File: src/rtl/fifo_producer.sv
// Producer-side traffic source for the async FIFO write port: emits an incrementing
// data pattern in BURST_LEN-write bursts separated by IDLE_CYCLES idle cycles.
module fifo_producer #(
  parameter int DATA_WIDTH  = 8,
  parameter int BURST_LEN   = 16,
  parameter int IDLE_CYCLES = 4,
  parameter int CNT_WIDTH   = 16
) (
  input  logic                  PROD_CLK,
  input  logic                  RST_N,
  input  logic                  I_ENABLE,
  input  logic                  I_FULL,
  output logic [DATA_WIDTH-1:0] O_DATA,
  output logic                  O_WR_EN,
  output logic                  O_BUSY,
  output logic [CNT_WIDTH-1:0]  O_WORD_CNT
);

  // Counter widths are clamped to 1 so BURST_LEN=1 / IDLE_CYCLES<=1 still elaborate.
  localparam int BURST_W = (BURST_LEN > 1) ? $clog2(BURST_LEN) : 1;
  localparam int GAP_W   = (IDLE_CYCLES > 1) ? $clog2(IDLE_CYCLES) : 1;
  localparam logic [BURST_W-1:0] BURST_LAST = BURST_W'(BURST_LEN - 1);
  localparam logic [GAP_W-1:0]   GAP_LAST   = GAP_W'((IDLE_CYCLES > 0) ? IDLE_CYCLES - 1 : 0);

  typedef enum logic [1:0] {
    IDLE  = 2'd0,
    WRITE = 2'd1,
    GAP   = 2'd2
  } state_t;

  state_t                state_q, state_d;
  logic [DATA_WIDTH-1:0] data_q, data_d;
  logic [CNT_WIDTH-1:0]  cnt_q, cnt_d;
  logic [BURST_W-1:0]    burst_q, burst_d;
  logic [GAP_W-1:0]      gap_q, gap_d;
  logic                  wr_en;

  // Full gates the write enable with no register in the path.
  assign wr_en = (state_q == WRITE) && !I_FULL;

  always_comb begin
    state_d = state_q;
    data_d  = data_q;
    cnt_d   = cnt_q;
    burst_d = burst_q;
    gap_d   = gap_q;
    case (state_q)
      IDLE: begin
        if (I_ENABLE) state_d = WRITE;
      end
      WRITE: begin
        if (wr_en) begin
          data_d = data_q + DATA_WIDTH'(1);
          cnt_d  = cnt_q + CNT_WIDTH'(1);
          if (burst_q == BURST_LAST) begin
            burst_d = '0;
            if (IDLE_CYCLES > 0) state_d = GAP;
            else                 state_d = I_ENABLE ? WRITE : IDLE;
          end else begin
            burst_d = burst_q + BURST_W'(1);
          end
        end
      end
      GAP: begin
        if (gap_q == GAP_LAST) begin
          gap_d   = '0;
          state_d = I_ENABLE ? WRITE : IDLE;
        end else begin
          gap_d = gap_q + GAP_W'(1);
        end
      end
      default: state_d = IDLE;
    endcase
  end

  always_ff @(posedge PROD_CLK or negedge RST_N) begin
    if (!RST_N) begin
      state_q <= IDLE;
      data_q  <= '0;
      cnt_q   <= '0;
      burst_q <= '0;
      gap_q   <= '0;
    end else begin
      state_q <= state_d;
      data_q  <= data_d;
      cnt_q   <= cnt_d;
      burst_q <= burst_d;
      gap_q   <= gap_d;
    end
  end

  assign O_DATA     = data_q;
  assign O_WR_EN    = wr_en;
  assign O_BUSY     = (state_q != IDLE);
  assign O_WORD_CNT = cnt_q;

endmodule

File: config.mk
export PLATFORM = sky130hd
export DESIGN_NAME = fifo_producer
export DESIGN_NICKNAME = d
export VERILOG_FILES = /design/src/rtl/fifo_producer.sv
export SDC_FILE = /design/constraint.sdc
export NUM_CORES = 1
export LEC_CHECK = 0
export BUFFER_PORTS_ARGS = -buffer_cell sky130_fd_sc_hd__buf_2
export CORE_UTILIZATION = 45
export CTS_BUF_LIST = sky130_fd_sc_hd__clkbuf_4 sky130_fd_sc_hd__clkbuf_8
export DETAILED_ROUTE_END_ITERATION = 6
export PLACE_DENSITY = 0.79
export SETUP_SLACK_MARGIN = 0.5
export SYNTH_ARGS = -nofsm -noshare
export SYNTH_HDL_FRONTEND = slang
export SYNTH_SLANG_ARGS = --single-unit
File: constraint.sdc
create_clock -name PROD_CLK -period 3.9 [get_ports PROD_CLK]
set_clock_uncertainty 0.1 [all_clocks]
set_input_delay 0.39 -clock PROD_CLK [delete_from_list [all_inputs] [get_ports PROD_CLK]]
set_output_delay 0.39 -clock PROD_CLK [all_outputs]
set_load 0.02 [all_outputs]
==> reports/results.ini, run 1 <==
[global_routing]
grt.overflow.total = 0
grt_pass1_vias = 938
busiest_layer = met2
grt_util_met3 = 0.0491
met1_usage = 0.212
grt_pass1_wl_microns = 4200
grt_max_degree = 33
grtUsageMet2 = 0.266
gr-usage-all-layers = 0.170
antenna_found_initial = 0

[synthesis]
syn_area_per_cell_sq_um = 11.9
muxShareOfSynthArea = 0.0397
ys_warn_count = 0
dominantRegCellSynth = dfrtp_1
synthAdderAreaFrac = 0.0353
synth_area_leaders = dfrtp_1 (56%), xnor2_1 (12%), nand3_1 (4.2%)
synthArstFlopShare = 1.00
ys_seq_area_frac = 0.564
synthesis.nets = 127
synth_cell_types = 25
synth-seq-cells = 32
yosys.area_share.simple = 0.173
synth_top_family_by_area = simple AND/OR/NAND/NOR gates
synthXorXnorAreaFrac = 0.142
synth_enable_flop_cells = 0
synthCells = 119
syn-cell-area_sq_um = 1420
synth_top_cell_area_share = 0.564
synth_compound_area_frac = 0.0238
synth_area_leader_cell = dfrtp_1

[final_layout]
area_delta_synth_final_pct = 17.5
final_core_util = 0.550
nets = 161
n_antenna_cell = 0
drive_gt1_frac = 0.305

[detailed_routing]
routed_wirelength_microns = 2460
routedWlPerCell_microns = 12.4
drcViolationCount = 0
routed_via_density = 4.93
first_pass_iters = 3
final_antenna_net_count = 0
vias = 977
drtIter0Drc = 11

[setup_path]
cp_max_fo = 13
crit_family = simple AND/OR/NAND/NOR gates
path_class = register to output port
critPathLaunchType = register
cp_slowest_stage_delay_ps = 540
critPathBufInv = 2
crit_required_ps = 3410
critPathArrivalTime_ps = 1740
crit_chain = or3b_1 -> inv_2 -> buf_2
slowest_stage = or3b_1
cp-end-kind = output port

[power_and_ir_drop]
p_leak_nw = 0.824
finalPower_mw = 1.13
p_per_area_nw_per_um2 = 678
ir_worst_vdd_mv = 0.273

[sta]
timing.final.crit_share = 0.571
finalHoldViolCount = 0
maxSlewHeadroom = 0.548
tightest_slew_ps = 678
drv_slew = 0
layout_min_cycle_time_ps = 2230
setup_tns_ps = 0
rsz0062_at_grt = false
finalSetupViolCount = 0
max_freq_mhz = 449

[die]
die_y_microns = 58.2
core.rowCount = 20
core_region_area_sq_um = 3030
start_util = 0.469
die_width_microns = 58.2
dieArea_sq_um = 3380
ioPinCount = 30

[placed_design]
place_congestion = 0.756
hpwl_microns = 1820
port_buffers = 29

[min_path]
hold_class = primary input to register

[clock_tree]
cts_tree = yes
clock-sinks = 32
clock_path_buffers = 2
htree_levels = 2
cts_setup_buffers = 0
cts_resized = 0
clk_pin_slew_ps = 100
clock-root-buffer = clkbuf_4
cts_made_buffers = 5
clk_latency_ps = 340

[status]
outcome = finished, final reports clean

[flow_run]
maxCapViolations = 0

[repair_timing]
action | in CTS | in global routing
endpoints found under the hold margin | 10 | 0
hold buffers | 1 | 0
setup endpoints to repair | 0 | 0
[final timing paths]
| kind | cells after the start | to | from | slack (ps) |
|---|---|---|---|---|
| max in group asynchronous | 2 | O_WORD_CNT[0] | RST_N | 2740 |
| worst min register to register | 1 | O_WORD_CNT[15] | O_WORD_CNT[15] | 370 |
| min in group asynchronous | 2 | O_WORD_CNT[9] | RST_N | 530 |
| worst min-delay path | 2 | state_q[1] | I_FULL | 170 |
| worst max register to register | 5 | O_WORD_CNT[6] | state_q[1] | 1910 |
| worst max-delay path | 3 | O_WR_EN | state_q[1] | 1670 |
[cells in the final DEF, fill, tap and decap left out, types with 5 or more instances in the layout]
master	synthesis	routed
dfrtp_1	32	32
clkbuf_4	0	5
nand2_1	9	9
nor2_1	6	6
mux2_2	5	5
nand3_1	12	12
nand4_1	5	5
buf_2	1	29
xnor2_1	19	19
[logic make-up (layout without fill, tap and decap cells)]
group	Yosys count	after routing
compound gates	6	6
xor+xnor	23	23
fa+ha+maj	4	4
buf+inv	5	40
flops	32	32
mux	5	5
simple gates	44	44
[synth_stat cells (2+ instances only)]
cell type and count:
ha_1 4, or2_2 2, mux2_2 5, xnor2_1 19, dfrtp_1 32, nand4_1 5, and3_1 4, nand2_1 9
nand3_1 12, o21ai_0 4, nor2_1 6, xor2_1 4
[state kept, by name (all words and copies together) (netlist names)]
signal      count
state_q         2
O_DATA          8
O_WORD_CNT     16
burst_q         4
gap_q           2
[power breakdown]
| group | leakage (nW) | switching [mW] | internal [mW] |
|---|---|---|---|
| Clock | 0.0380 | 0.116 | 0.0856 |
| Sequential | 0.410 | 0.112 | 0.429 |
| Combinational | 0.377 | 0.217 | 0.170 |
| Total | 0.824 | 0.445 | 0.684 |
[layout make-up]
type | instances | area, sq um
clock buffer | 6 | 51.3
timing repair buffer | 30 | 155
inverter | 2 | 7.51
tap | 44 | 55.1
sequential | 32 | 801
fill | 263 | 1360
multi-input combinational | 82 | 587
clock inverter | 2 | 10.0
[stage by stage]
step / area [sq um] / hold WS, ps / setup WS, ps / cells
after global placement: 1600 / 355 / 1880 / 189
after detailed placement: 1600 / 360 / 1820 / 189
final: 1670 / 168 / 1670 / 198
after floorplan: 1420 / -5.59 / 2130 / 119
after CTS: 1670 / 159 / 1650 / 198
after global routing: 1670 / 159 / 1550 / 198
[metal layers]
layer  routed length (microns)  part of all wire  vias to the layer above
met4                        53             0.022                        0
met2                      1200              0.49                       25
li1                          -                 -                      472
met1                      1100              0.45                      475
met3                       113             0.046                        5
met5                         0                 0                        -
Power figures use the tool's default switching activity.
==> inputs of run 2 (changes only) <==
--- a/config.mk
+++ b/config.mk
@@ -9,7 +9,7 @@
 export CORE_UTILIZATION = 45
 export CTS_BUF_LIST = sky130_fd_sc_hd__clkbuf_4 sky130_fd_sc_hd__clkbuf_8
 export DETAILED_ROUTE_END_ITERATION = 6
-export PLACE_DENSITY = 0.79
+export PLACE_DENSITY = 0.81
 export SETUP_SLACK_MARGIN = 0.5
 export SYNTH_ARGS = -nofsm -noshare
 export SYNTH_HDL_FRONTEND = slang
==> constraint.sdc (replaced) <==
create_clock -name PROD_CLK -period 1.8 [get_ports PROD_CLK]
set_clock_uncertainty 0.1 [all_clocks]
set_input_delay 0.18 -clock PROD_CLK [delete_from_list [all_inputs] [get_ports PROD_CLK]]
set_output_delay 0.18 -clock PROD_CLK [all_outputs]
set_load 0.02 [all_outputs]
==> reports/results.ini, run 2 (same netlist as run 1, synthesis figures left out) <==
[status]
outcome = finished, final reports clean

[setup_path]
crit_path_start = state_q[1]
slowest_stage = or3b_4
r2r_slack_ps = 50
cp-end-kind = register
r2r-start = state_q[1]
path_class = register to register
critPathLaunchType = register
cp_slowest_stage_delay_ps = 420
cp_max_fo = 4
reg2reg_depth = 5
crit_chain = or3b_4 -> buf_6 -> nor4_4 -> buf_4 -> xor2_1
critPathArrivalTime_ps = 1890
crit_required_ps = 1940
r2r-end = O_WORD_CNT[9]

[global_routing]
grtUsageMet2 = 0.300
grt_pass1_wl_microns = 4640
grt_util_met3 = 0.0469
gr-usage-all-layers = 0.187
met1_usage = 0.237
busiest_layer = met2
grt_pass1_vias = 1003
grt.overflow.total = 0
grt_max_degree = 33
antenna_found_initial = 0

[detailed_routing]
drcViolationCount = 0
final_antenna_net_count = 0
vias = 1088
first_pass_iters = 4
routed_wirelength_microns = 3290
routedWlPerCell_microns = 15.3
routed_via_density = 5.06
drtIter0Drc = 20

[sta]
finalSetupViolCount = 0
holdWs_ps = 43.5
setup_tns_ps = 0
maxSlewHeadroom = 0.530
drv_slew = 0
tightest_slew_ps = 705
finalHoldViolCount = 0
timing.final.crit_share = 0.973
layout_min_cycle_time_ps = 1750
rsz0062_at_grt = true
max_freq_mhz = 571

[clock_tree]
clock_path_buffers = 2
clock-sinks = 32
clk_latency_ps = 320
htree_levels = 2
clk_pin_slew_ps = 100
clock-root-buffer = clkbuf_4
cts_tree = yes
cts_made_buffers = 5

[min_path]
min_to = state_q[0]
hp-start = I_FULL
hold_class = primary input to register
hold_depth = 3

[flow_run]
maxCapViolations = 0

[power_and_ir_drop]
pwr-share-clk = 0.152
p_leak_nw = 0.987
power_frac_seq = 0.403
power_frac_comb = 0.445
swShare = 0.390
ir_worst_vdd_mv = 0.950
switching_power_mw = 1.17
p_int_mw = 1.82
p_per_area_nw_per_um2 = 1500

[die]
die_width_microns = 58.2
dieArea_sq_um = 3380
start_util = 0.469
core_region_area_sq_um = 3030
core.rowCount = 20
ioPinCount = 30
die_y_microns = 58.2

[final_layout]
final_cell_mix = dfrtp_1 (30), buf_2 (27), xnor2_1 (15), buf_6 (9), nand3_1 (8)
area_delta_synth_final_pct = 40.3
largest_reg_flops = 16
n_antenna_cell = 0
fill_cells = 224
final_common_cell = dfrtp_1
final_core_util = 0.657
drive_gt1_frac = 0.491
nets = 178

[placed_design]
port_buffers = 29
place_congestion = 0.711

==> run 2: cell types whose count changed in the layout (fill, tap and decap cells not counted), sizes merged <==
cell,delta
clkinv,-2
clkbuf,+2
dlygate4sd3,+2
buf,+15
==> run 2: how the worst max path moves through the flow <==
stage | depth (start not counted) | slack, ps | end
3_3_place_gp | 4 | 90 | O_WORD_CNT[7]
3_5_place_dp | 6 | 30 | burst_q[3]
6_report | 5 | 50 | O_WORD_CNT[9]
2_1_floorplan | 7 | 130 | O_WORD_CNT[6]
4_1_cts | 5 | 100 | O_WORD_CNT[9]
5_1_grt | 5 | 7 | O_WORD_CNT[9]
==> run 2: per-stage QoR <==
stage | area, sq um | setup WS [ps] | instances | total power, mW
after floorplan | 1440 | 126 | 119 | 1.79
after detailed placement | 1640 | 33.8 | 193 | 2.09
final | 1990 | 47.8 | 215 | 2.99
after global placement | 1640 | 89.8 | 193 | 2.03
after CTS | 1860 | 99.0 | 209 | 2.73
after global routing | 1990 | 6.60 | 215 | 3.14
==> run 2: area by class of cell <==
class / count / area (sq um) / area share
clock buffer: 8 / 66.3 / 0.0333
inverter: 2 / 10.0 / 0.00503
multi-input combinational: 82 / 722 / 0.363
sequential: 32 / 803 / 0.404
tap: 44 / 55.1 / 0.0277
timing repair buffer: 47 / 334 / 0.168
==> run 2: repair_timing <==
item	4_1_cts	5_1_grt
pin swaps	18	11
endpoints found under the hold margin	34	0
buffers inserted	5	6
gates resized for setup	27	16
setup endpoints to repair	30	34
hold buffers	3	0
==> run 2: routing by layer <==
layer  part of all wire  routed length [microns]
met5                  0                        0
met4              0.028                       93
met3              0.044                      145
met2               0.52                     1700
met1               0.41                     1350
==> run 2: power groups by stage <==
stage | Combinational [mW] | Sequential (mW) | Clock [mW]
2_1_floorplan | 0.472 | 1.31 | 0
3_3_place_gp | 0.870 | 1.16 | 0
3_5_place_dp | 0.913 | 1.18 | 0
4_1_cts | 1.10 | 1.17 | 0.461
5_1_grt | 1.42 | 1.23 | 0.495
6_report | 1.33 | 1.20 | 0.453
==> run 2: critical path: cells and delay by family (launching register included) <==
| family | cells | cell delay, ps |
|---|---|---|
| and+or+nand+nor | 2 | 670 |
| DFF | 1 | 390 |
| buffers and inverters | 2 | 330 |
| xor gates and xnor gates | 1 | 170 |
